--- src/rtl/serial_add_ctrl_pkg.sv ---
// rtl/serial_add_ctrl_pkg.sv - shared FSM state type for the bit-serial adder
package serial_add_ctrl_pkg;

  // Controller states: waiting for start, shifting bits through the cell, one-cycle result strobe
  typedef enum logic [1:0] {
    IDLE = 2'd0,
    RUN  = 2'd1,
    DONE = 2'd2
  } state_t;

endpackage

--- src/rtl/serial_add_ctrl_if.sv ---
// rtl/serial_add_ctrl_if.sv - request/result bundle between requester and serial adder
interface serial_add_ctrl_if #(
  parameter int WIDTH = 32
);

  logic             start;
  logic             sub;
  logic [WIDTH-1:0] a;
  logic [WIDTH-1:0] b;
  logic             busy;
  logic             done;
  logic [WIDTH-1:0] result;
  logic             cout;
  logic             overflow;
  logic             zero;

  modport master (
    output start, sub, a, b,
    input  busy, done, result, cout, overflow, zero
  );

  modport slave (
    input  start, sub, a, b,
    output busy, done, result, cout, overflow, zero
  );

endinterface

--- src/rtl/serial_add_ctrl_one_bit_ripple_carry.sv ---
// rtl/serial_add_ctrl_one_bit_ripple_carry.sv - single full-adder cell shared by every bit position
module one_bit_ripple_carry (
  input  logic a_i,
  input  logic b_i,
  input  logic c_i,
  output logic s_o,
  output logic c_o
);

  assign s_o = a_i ^ b_i ^ c_i;
  assign c_o = (a_i & b_i) | (c_i & (a_i ^ b_i));

endmodule

--- src/rtl/serial_add_ctrl.sv ---
// rtl/serial_add_ctrl.sv - bit-serial add/subtract controller, one result bit per clock LSB first
module serial_add_ctrl
  import serial_add_ctrl_pkg::*;
#(
  parameter int WIDTH = 32
) (
  input logic              clk,
  input logic              rst_n,
  serial_add_ctrl_if.slave io
);

  localparam int CW = $clog2(WIDTH);
  localparam logic [CW-1:0] CNT_LAST = CW'(WIDTH - 1);
  localparam logic [CW-1:0] CNT_MSB  = CW'(WIDTH - 2);

  state_t           state_q;
  logic [CW-1:0]    cnt_q;
  logic [WIDTH-1:0] a_q;
  logic [WIDTH-1:0] b_q;
  logic [WIDTH-1:0] res_q;
  logic             carry_q;
  logic             cmsb_q;
  logic             cout_q;
  logic             ovf_q;
  logic             zero_q;
  logic             done_q;
  logic             busy_q;

  logic             sum_bit;
  logic             carry_out;
  logic [WIDTH-1:0] res_d;

  one_bit_ripple_carry u_cell (
    .a_i (a_q[0]),
    .b_i (b_q[0]),
    .c_i (carry_q),
    .s_o (sum_bit),
    .c_o (carry_out)
  );

  // Result register fills from the top so the last bit lands in the MSB
  assign res_d = {sum_bit, res_q[WIDTH-1:1]};

  // Sequencer: operand capture, bit-serial stepping, flag registration and done strobe
  always_ff @(posedge clk) begin
    if (!rst_n) begin
      state_q <= IDLE;
      cnt_q   <= '0;
      a_q     <= '0;
      b_q     <= '0;
      res_q   <= '0;
      carry_q <= 1'b0;
      cmsb_q  <= 1'b0;
      cout_q  <= 1'b0;
      ovf_q   <= 1'b0;
      zero_q  <= 1'b0;
      done_q  <= 1'b0;
      busy_q  <= 1'b0;
    end else begin
      case (state_q)
        IDLE: begin
          done_q <= 1'b0;
          if (io.start) begin
            // Subtraction becomes a + ~b with the +1 supplied through the initial carry
            a_q     <= io.a;
            b_q     <= io.sub ? ~io.b : io.b;
            carry_q <= io.sub;
            cnt_q   <= '0;
            busy_q  <= 1'b1;
            state_q <= RUN;
          end
        end
        RUN: begin
          res_q   <= res_d;
          a_q     <= a_q >> 1;
          b_q     <= b_q >> 1;
          carry_q <= carry_out;
          cnt_q   <= cnt_q + CW'(1);
          // Carry into the sign bit, needed later for signed overflow
          if (cnt_q == CNT_MSB) begin
            cmsb_q <= carry_out;
          end
          if (cnt_q == CNT_LAST) begin
            cout_q  <= carry_out;
            ovf_q   <= cmsb_q ^ carry_out;
            zero_q  <= (res_d == '0);
            done_q  <= 1'b1;
            state_q <= DONE;
          end
        end
        DONE: begin
          done_q  <= 1'b0;
          busy_q  <= 1'b0;
          state_q <= IDLE;
        end
        default: begin
          done_q  <= 1'b0;
          busy_q  <= 1'b0;
          state_q <= IDLE;
        end
      endcase
    end
  end

  assign io.busy     = busy_q;
  assign io.done     = done_q;
  assign io.result   = res_q;
  assign io.cout     = cout_q;
  assign io.overflow = ovf_q;
  assign io.zero     = zero_q;

endmodule

--- src/flat_wrapper.sv ---
// flat-port wrapper written by rule: the top's interface ports become plain ports
module serial_add_ctrl_flat import serial_add_ctrl_pkg::*;
#(
  parameter int WIDTH = 32
)
  (clk, rst_n, io_start, io_sub, io_a, io_b, io_busy, io_done, io_result, io_cout, io_overflow, io_zero);
  serial_add_ctrl_if #(.WIDTH(WIDTH)) io_i ();
  input logic clk;
  input logic rst_n;
  input wire logic [$bits(io_i.start)-1:0] io_start;
  input wire logic [$bits(io_i.sub)-1:0] io_sub;
  input wire logic [$bits(io_i.a)-1:0] io_a;
  input wire logic [$bits(io_i.b)-1:0] io_b;
  output wire logic [$bits(io_i.busy)-1:0] io_busy;
  output wire logic [$bits(io_i.done)-1:0] io_done;
  output wire logic [$bits(io_i.result)-1:0] io_result;
  output wire logic [$bits(io_i.cout)-1:0] io_cout;
  output wire logic [$bits(io_i.overflow)-1:0] io_overflow;
  output wire logic [$bits(io_i.zero)-1:0] io_zero;
  assign io_i.start = io_start;
  assign io_i.sub = io_sub;
  assign io_i.a = io_a;
  assign io_i.b = io_b;
  assign io_busy = io_i.busy;
  assign io_done = io_i.done;
  assign io_result = io_i.result;
  assign io_cout = io_i.cout;
  assign io_overflow = io_i.overflow;
  assign io_zero = io_i.zero;
  serial_add_ctrl #(.WIDTH(WIDTH)) u_core (.clk(clk), .rst_n(rst_n), .io(io_i));
endmodule
--- config.mk ---
export PLATFORM = sky130hd
export DESIGN_NAME = serial_add_ctrl_flat
export DESIGN_NICKNAME = d
export VERILOG_FILES = /design/src/rtl/serial_add_ctrl_pkg.sv /design/src/rtl/serial_add_ctrl_if.sv /design/src/rtl/serial_add_ctrl_one_bit_ripple_carry.sv /design/src/rtl/serial_add_ctrl.sv /design/src/flat_wrapper.sv
export SDC_FILE = /design/constraint.sdc
export NUM_CORES = 1
export LEC_CHECK = 0
export CORE_MARGIN = 2
export CORE_UTILIZATION = 25
export DETAILED_ROUTE_END_ITERATION = 6
export GPL_ROUTABILITY_DRIVEN = 0
export GPL_TIMING_DRIVEN = 0
export RECOVER_POWER = 50
export SYNTH_ARGS = -nofsm -noshare
export SYNTH_HDL_FRONTEND = slang
export SYNTH_HIERARCHICAL = 1
export SYNTH_SLANG_ARGS = --single-unit
--- constraint.sdc ---
create_clock -name clk -period 1.6 [get_ports clk]
set_input_delay 0.16 -clock clk [delete_from_list [all_inputs] [get_ports clk]]
set_output_delay 0.16 -clock clk [all_outputs]
set_load 0.01 [all_outputs]
# == Word level (Yosys, flattened, before mapping) ==
# Cells that the tools add are included.
# classes
n_addsub,1
eq_ne,5
mux,14
bitwise_logic,8
reduce_logical,9
# ops
cell,n
case mux 32 bit (2 select lines),2
2-to-1 mux 32 bit,3
logical NOT 32 bit,1
inverter 32 bit,1
AND reduction 2 bit,6
"equality test 5 bit, second input constant",2
case mux 5 bit (2 select lines),1
"adder 5 x 1 -> 5 bit, second input constant",1
2-to-1 mux 5 bit,1
2-to-1 mux 2 bit,2
case mux 1 bit (2 select lines),2
case mux 2 bit (2 select lines),1
XOR 1 bit,3
bitwise AND 1 bit,2
"equality test 2 x 1 -> 1 bit, second input constant",1
logical NOT 2 bit,1
2-to-1 mux 1 bit,2
"inequality test 2 x 1 -> 1 bit, second input constant",1
"inequality test 2 bit, second input constant",1
nonzero test 2 bit,1
inverter 1 bit,1
bitwise OR 1 bit,1
# totals
reg_bits,110
in_bits,68
elab_cells,49

# == Longest topological paths before layout ==
# Gate-level depths: netlist of the first run.
# depth
word_depth,4
mapped_depth,7
mapped_depth_nobuf,6

# == Cells and area by module ==
# The synthesis of the first run kept the hierarchy.
# modules_own_cells
mod,n_inst,cells_each,area_per_inst_um2,seq_area_each_um2
serial_add_ctrl,1,539,4683.2,2202.1
one_bit_ripple_carry,1,1,20.0,0.0

# == Worst setup path before layout of the first run ==
# No wires, ideal clock.
# synth_path
path_kind,register to register
start,register u_core.a_q[0]
end,"register u_core.zero_q, in the netlist u_core/io.zero"
setup_time_ns,0.092
t_arrival_ns,1.378
path_slack_ns,0.130
path_stages_with_launch,5
path_cell_list,dfxtp_1 > fa_1 > nor4_1 > nand4_1 > o32ai_1
# synth_between
elab_chain_len,3
# synth_lines
item,line,text
start: declaration,serial_add_ctrl.sv:18,logic [WIDTH-1:0] a_q;
start signal: assignment,serial_add_ctrl.sv:65,a_q <= io.a;
start signal: assignment,serial_add_ctrl.sv:75,a_q <= a_q >> 1;
XOR 1 bit (2 in a row),serial_add_ctrl_one_bit_ripple_carry.sv:10,assign s_o = a_i ^ b_i ^ c_i;
named net u_core.sum_bit,serial_add_ctrl.sv:29,logic sum_bit;
logical NOT 32 bit,serial_add_ctrl.sv:86,zero_q <= (res_d == '0);
end signal: assignment,serial_add_ctrl.sv:86,
end: declaration,serial_add_ctrl.sv:25,logic zero_q;
# The timed path passes the listed nets, and every way through them passes these cells.
# A chain may end at the register's enable or synchronous reset.

# == Worst setup path in the final report of the first run ==
# layout_path
start,register u_core.cnt_q[1]
end,"register u_core.cout_q, in the netlist u_core/io.cout"
# layout_between
elab_chain_len,2
# layout_lines
item,line,text
start: declaration,serial_add_ctrl.sv:17,logic [CW-1:0] cnt_q;
start signal: assignment,serial_add_ctrl.sv:78,cnt_q <= cnt_q + CW'(1);
equality test 5 bit,serial_add_ctrl.sv:83,if (cnt_q == CNT_LAST) begin
AND reduction 2 bit (no source line),--,
end signal: assignment,serial_add_ctrl.sv:84,cout_q <= carry_out;
end: declaration,serial_add_ctrl.sv:23,logic cout_q;
# No other way between the ends.

==> results of run 1 <==
cells in the final DEF, fill, tap and decap left out, drive strengths merged, types with 29 or more instances in the layout:
| cell type | n |
|---|---|
| clkbuf | 43 |
| nor2 | 68 |
| o2bb2ai | 29 |
| nand2 | 67 |
| a21oi | 67 |
| o21ai | 35 |
| a222oi | 31 |
| xor2 | 32 |
| clkdlybuf4s50 | 91 |
| dfxtp | 110 |
per-stage QoR:
stage / area (µm²) / hold slack [ns] / util [%]
2_1_floorplan: 4700 / 0.308 / -
6_report: 6380 / 0.218 / 34.4
3_5_place_dp: 6020 / 0.468 / 32.4
3_3_place_gp: 6020 / 0.462 / 32.4
5_1_grt: 6380 / 0.241 / 34.4
4_1_cts: 6340 / 0.207 / 34.1
timing repair:
item                                    4_1_cts  5_1_grt
buffers inserted                              0        2
endpoints found under the setup margin        2        8
gates cloned                                  0        0
resized for setup                             7        8
pin swaps                                     3        2
power by group through the flow:
stage	registers, mW	clock network (mW)	logic [mW]
final	2.97	2.31	0.907
after global routing	2.99	2.51	1.02
after CTS	2.97	2.40	0.913
after detailed placement	3.03	0	0.906
after global placement	3.03	0	0.901
after floorplan	3.01	0	0.561
state kept, by name, summed over array words and instances, names as in the netlist:
| register | cells |
|---|---|
| u_core/b_q | 32 |
| u_core/state_q | 2 |
| u_core/io.overflow | 1 |
| u_core/cmsb_q | 1 |
| u_core/a_q | 32 |
| u_core/cnt_q | 5 |
| u_core/io.result | 32 |
| u_core/io.zero | 1 |
| u_core/carry_q | 1 |
| u_core/io.cout | 1 |
| u_core/io.busy | 1 |
| u_core/io.done | 1 |
layout make-up:
type / instances / area share [%]
Multi-Input combinational cell: 373 / 35.5
Sequential cell: 110 / 34.6
Timing Repair Buffer: 104 / 16.2
Tap cell: 234 / 4.59
Clock buffer: 13 / 4.08
Buffer: 50 / 3.88
Clock inverter: 3 / 0.666
Inverter: 7 / 0.412
per-layer routing:
metal	vias up	GRT usage [%]	routed length [µm]	share of wire [%]
li1	2159	-	-	-
met3	11	2.99	671	5.3
met1	2001	17.3	5850	47
met2	119	20.4	5850	47
met5	-	0	0	0
met4	0	4.42	170	1.4
worst paths after layout:
| path | slack [ns] | cells after the start | to | startpoint |
|---|---|---|---|---|
| min reg2reg | 0.47 | 2 | u_core/io.result[0]$_SDFFE_PN0P_ | u_core/io.result[0]$_SDFFE_PN0P_ |
| max | 0.08 | 7 | u_core/io.cout$_SDFFE_PN0P_ | u_core/cnt_q[1]$_SDFFE_PN0P_ |
| max reg2reg | 0.08 | 7 | u_core/io.cout$_SDFFE_PN0P_ | u_core/cnt_q[1]$_SDFFE_PN0P_ |
| min | 0.22 | 2 | u_core/cnt_q[3]$_SDFFE_PN0P_ | rst_n |
cell families after synthesis:
family                     count (synthesis)
AOI/OAI and AO/OA                        176
xor gates and xnor gates                  33
adders and majority gates                  4
buffers and inverters                     57
DFF                                      110
muxes                                      2
and+or+nand+nor                          158
==> flow_summary.json, run 1 <==
{
  "run_status": "finished, final reports clean",
  "cts.reportedPaths.clkPinSlew_ns": 0.07,
  "critical_path.endpoint_type": "flip-flop",
  "grt_setup_unrepaired": "yes",
  "antenna_found_initial": 0,
  "ctsHtreeMaxLevel": 3,
  "cts_tree": "yes",
  "yosys.area.top_type": "dfxtp_1",
  "drt_via_density": 4.80,
  "finalPower_mw": 6.19,
  "period_needed_ns": 1.52,
  "total_routed_length_mm": 12.5,
  "synth-xor-area-share_pct": 6.15,
  "yosysTopAreaCellShare_pct": 46.8,
  "synthTopCellsByArea": "dfxtp_1, a21oi_1, a222oi_1",
  "finish.cell_count_without_fillers": 894,
  "clk_path_buf_depth": 2,
  "power.share.switching_pct": 25.3,
  "crit_chain": "ha_4 > and3_1 > ha_1 > and3b_1 > buf_6 > mux2i_1 > nor2_1",
  "syn-instance-count": 540,
  "power.internal_mw": 4.63,
  "timing.setup.critical_path_class": "reg2reg",
  "drv_slew": 0,
  "core_region_um2": 18600,
  "synth.avg_cell_area_um2": 8.71,
  "synthDistinctLibCells": 38,
  "leakage_nw": 2.33,
  "flow.area_growth_from_synthesis_pct": 35.8,
  "filler_cell_count": 1943,
  "grt_util_all_layers_pct": 12.9,
  "synth.mux.area_fraction_pct": 0.426,
  "drtAntennaViolNets": 0,
  "ff_latch_area_um2": 2210,
  "dpl_worst_slack_ns": -0.216,
  "finalWorstSetupSlack_ns": 0.0849,
  "synthArstFlopShare_pct": 0,
  "total_negative_slack_for_setup_checks_ns": 0,
  "yosys.cell_count.top_type": "dfxtp_1",
  "yosys.area_share.adder_pct": 1.22,
  "hold_buffers": 0,
  "post_synth_most_frequent_cells": "dfxtp_1, nor2_1, a21oi_1, nand2_1, o21ai_0",
  "timing.critical_path.from_type": "flip-flop",
  "crit_fanout": 5,
  "multi_input_area_um2": 2270,
  "ys_ff_latch": 110,
  "delay_of_the_slowest_critical_path_stage_ns": 0.36,
  "clockRootBuffer": "clkbuf_16",
  "share_of_final_layout_standard_cells_stronger_than_drive_strength_1_pct": 8.18,
  "drcViolationCount": 0,
  "worst-endpoint-arrival_ns": 1.74,
  "pwr_density_cell_nw_per_um2": 969,
  "yosys_warnings": 6,
  "timing.max_slew.rel_slack_pct": 62.4,
  "diodes": 0,
  "power.share.sequential_pct": 48.1,
  "grt_pass1_wl_mm": 20.8,
  "clock_insertion_delay_worst_skew_ns": 0.35,
  "final.setup_skew_ns": 0.00841,
  "globalRouteOverflowTotal": 0,
  "die_w_um": 141,
  "drt_iter0_drc": 358,
  "number_of_max_cap_violations": 0,
  "critical-path-slowest-cell": "dfxtp_4",
  "fp.dieH_um": 141,
  "numPortBuffers": 102,
  "placed_cells_incl_taps": 876,
  "combinational_family_with_the_most_area_after_synthesis": "compound AO/OA/AOI/OAI gates",
  "final_worst_path_period_share_pct": 94.7,
  "clockPowerShare_pct": 37.3,
  "crit_buf_inv": 1,
  "synth_enable_flop_cells": 0,
  "ys.flop_type": "dfxtp_1",
  "first_global_vias": 4037,
  "synthesis.area_um2": 4700,
  "cts_made_buffers": 9,
  "final-setup-viol-count": 0,
  "final_hold_vio_count": 0,
  "vdd_ir_max_mv": 0.529,
  "postSynthNetCount": 612,
  "power.share.combinational_pct": 14.7,
  "synth_compound_area_share_pct": 25.4,
  "cts_sinks": 110,
  "p_sw_mw": 1.56,
  "tightest_slew_ns": 0.564,
  "grt_start_max_net_pins": 17,
  "crit_path_leading_delay_family": "simple AND/OR/NAND/NOR gates",
  "initial_core_utilization_pct": 25.3,
  "timing.hold.worst.class": "in2reg",
  "design.die.area_um2": 19900,
  "synth-seq-area-share_pct": 46.8,
  "placement_rows": 50,
  "first_pass_iters": 7,
  "final_net_count": 727,
  "io_pins": 105,
  "synthSimpleGateAreaFrac_pct": 14.2,
  "routed_wirelength_normalized_by_instance_count_um": 14.0,
  "timing.critical_path.required_ns": 1.82,
  "dpl.hpwl_mm": 9.15,
  "route.vias.total": 4290,
  "clock.fmax_ghz": 0.660
}
Power figures use the tool's default switching activity.
==> run 2: changes to the inputs <==
PLACE_DENSITY = 0.5   (was unset)
==> flow_summary.json, run 2 (synthesized netlist as in run 1, its figures left out) <==
{
  "layout.cells.most_common_list": "dfxtp_1, clkdlybuf4s50_1, nor2_1, a21oi_1, nand2_1",
  "core_region_um2": 18600,
  "grt_util_all_layers_pct": 13.3,
  "cts_sinks": 110,
  "critical-path-slowest-cell": "dfxtp_4",
  "p_sw_mw": 1.55,
  "final-setup-viol-count": 0,
  "total_negative_slack_for_setup_checks_ns": 0,
  "first_global_vias": 4276,
  "clockRootBuffer": "clkbuf_16",
  "flow.area_growth_from_synthesis_pct": 36.0,
  "design.die.area_um2": 19900,
  "fin_worst_hold_slack_ns": 0.220,
  "layout_commonest_cell": "dfxtp_1",
  "postLayoutCoreUtil_pct": 34.4,
  "numPortBuffers": 102,
  "postPlaceCellArea_um2": 6020,
  "failed_checks": "design-rule violations",
  "cts_tree": "yes",
  "worst-endpoint-arrival_ns": 1.78,
  "crit_fanout": 5,
  "grt_setup_unrepaired": "yes",
  "critical_path.endpoint_type": "flip-flop",
  "route.vias.total": 4322,
  "initial_core_utilization_pct": 25.3,
  "drtAntennaViolNets": 0,
  "clockPowerShare_pct": 37.8,
  "clock_insertion_delay_worst_skew_ns": 0.35,
  "antenna_found_initial": 0,
  "final.setup_skew_ns": 0.00669,
  "timing.setup.critical_path_class": "reg2reg",
  "routed_wirelength_normalized_by_instance_count_um": 14.7,
  "drt_via_density": 4.83,
  "period_needed_ns": 1.51,
  "run_status": "finished with violations",
  "timing.critical_path.required_ns": 1.87,
  "crit_buf_inv": 0,
  "power.share.switching_pct": 24.8,
  "total_routed_length_mm": 13.1,
  "fp.dieH_um": 141,
  "finalWorstSetupSlack_ns": 0.0856,
  "power.share.sequential_pct": 47.6,
  "first_pass_iters": 7,
  "vdd_ir_max_mv": 0.492,
  "io_pins": 105,
  "finalPower_mw": 6.26,
  "placement_rows": 50,
  "grt_start_max_net_pins": 17,
  "finish.cell_count_without_fillers": 894,
  "power.internal_mw": 4.71,
  "clk_path_buf_depth": 2,
  "placed_cells_incl_taps": 876,
  "cts_made_buffers": 9,
  "globalRouteOverflowTotal": 0,
  "cts.reportedPaths.clkPinSlew_ns": 0.07,
  "final_net_count": 727,
  "power.share.combinational_pct": 14.6,
  "final_hold_vio_count": 0,
  "pwr_density_cell_nw_per_um2": 979,
  "clock.fmax_ghz": 0.660,
  "ctsHtreeMaxLevel": 3,
  "delay_of_the_slowest_critical_path_stage_ns": 0.36,
  "leakage_nw": 2.35,
  "drv_slew": 0,
  "grt_pass1_wl_mm": 21.3,
  "share_of_final_layout_standard_cells_stronger_than_drive_strength_1_pct": 8.79,
  "diodes": 0,
  "crit_chain": "ha_4 > and3_1 > ha_2 > and3b_2 > nand2_1 > o32ai_2",
  "dpl.hpwl_mm": 9.61,
  "dpl_worst_slack_ns": -0.197,
  "post-route-cell-area_um2": 6400,
  "tightest_slew_ns": 0.495,
  "drcViolationCount": 11,
  "final_worst_path_period_share_pct": 94.7,
  "timing.hold.worst.class": "in2reg",
  "die_w_um": 141,
  "timing.critical_path.from_type": "flip-flop",
  "number_of_max_cap_violations": 0,
  "crit_path_leading_delay_family": "simple AND/OR/NAND/NOR gates",
  "drt_iter0_drc": 336,
  "timing.max_slew.rel_slack_pct": 67.0
}
-- run 2: changes by cell type in the layout (fill, tap and decap cells not counted), moves of 2 or more --
| cell | previous run | this run |
|---|---|---|
| clkbuf_1 | 28 | 24 |
| clkbuf_8 | 2 | 4 |
| dfxtp_1 | 105 | 107 |
| dfxtp_2 | 4 | 2 |
-- run 2: worst register-to-register path: stages (launching register included) --
cell	delay [ns]
dfxtp_4	0.36
ha_4	0.14
and3_1	0.16
ha_2	0.18
and3b_2	0.23
nand2_1	0.10
o32ai_2	0.26
-- run 2: repair_timing --
item	in CTS	in global routing
resized for setup	5	10
buffers inserted	2	1
pin swaps	4	0
hold buffers	0	0
endpoints found under the setup margin	3	43
hold endpoints to repair	0	0
-- run 2: path summary, 6_finish.rpt --
kind / from / to / slack (ns) / depth (start not counted)
setup / recovery: u_core/cnt_q[0]$_SDFFE_PN0P_ / u_core/io.zero$_SDFFE_PN0P_ / 0.09 / 6
hold / removal: rst_n / u_core/cnt_q[3]$_SDFFE_PN0P_ / 0.22 / 2
setup reg to reg: u_core/cnt_q[0]$_SDFFE_PN0P_ / u_core/io.zero$_SDFFE_PN0P_ / 0.09 / 6
hold reg to reg: u_core/io.busy$_SDFFE_PN0P_ / u_core/io.busy$_SDFFE_PN0P_ / 0.47 / 2
-- run 2: area by class of cell --
type	count	area, µm²
Buffer	49	241
Sequential cell	110	2210
Fill cell	1936	12200
Inverter	7	26.3
Clock inverter	3	40.0
Multi-Input combinational cell	373	2260
Timing Repair Buffer	105	1040
Clock buffer	13	280
Tap cell	234	293
-- run 2: power by group through the flow --
stage / Clock (mW) / Sequential [mW] / Combinational, mW
6_report: 2.37 / 2.98 / 0.913
3_3_place_gp: 0 / 3.03 / 0.890
4_1_cts: 2.45 / 2.97 / 0.914
5_1_grt: 2.56 / 2.99 / 1.02
3_5_place_dp: 0 / 3.04 / 0.910
2_1_floorplan: 0 / 3.01 / 0.561
-- run 2: layer usage --
metal / share of wire, % / global-route usage, % / up-vias
li1: - / - / 2162
met1: 45 / 16.2 / 2052
met2: 49 / 23.1 / 100
met3: 4.8 / 3.74 / 8
met4: 0.97 / 3.37 / 0
met5: 0 / 0 / -
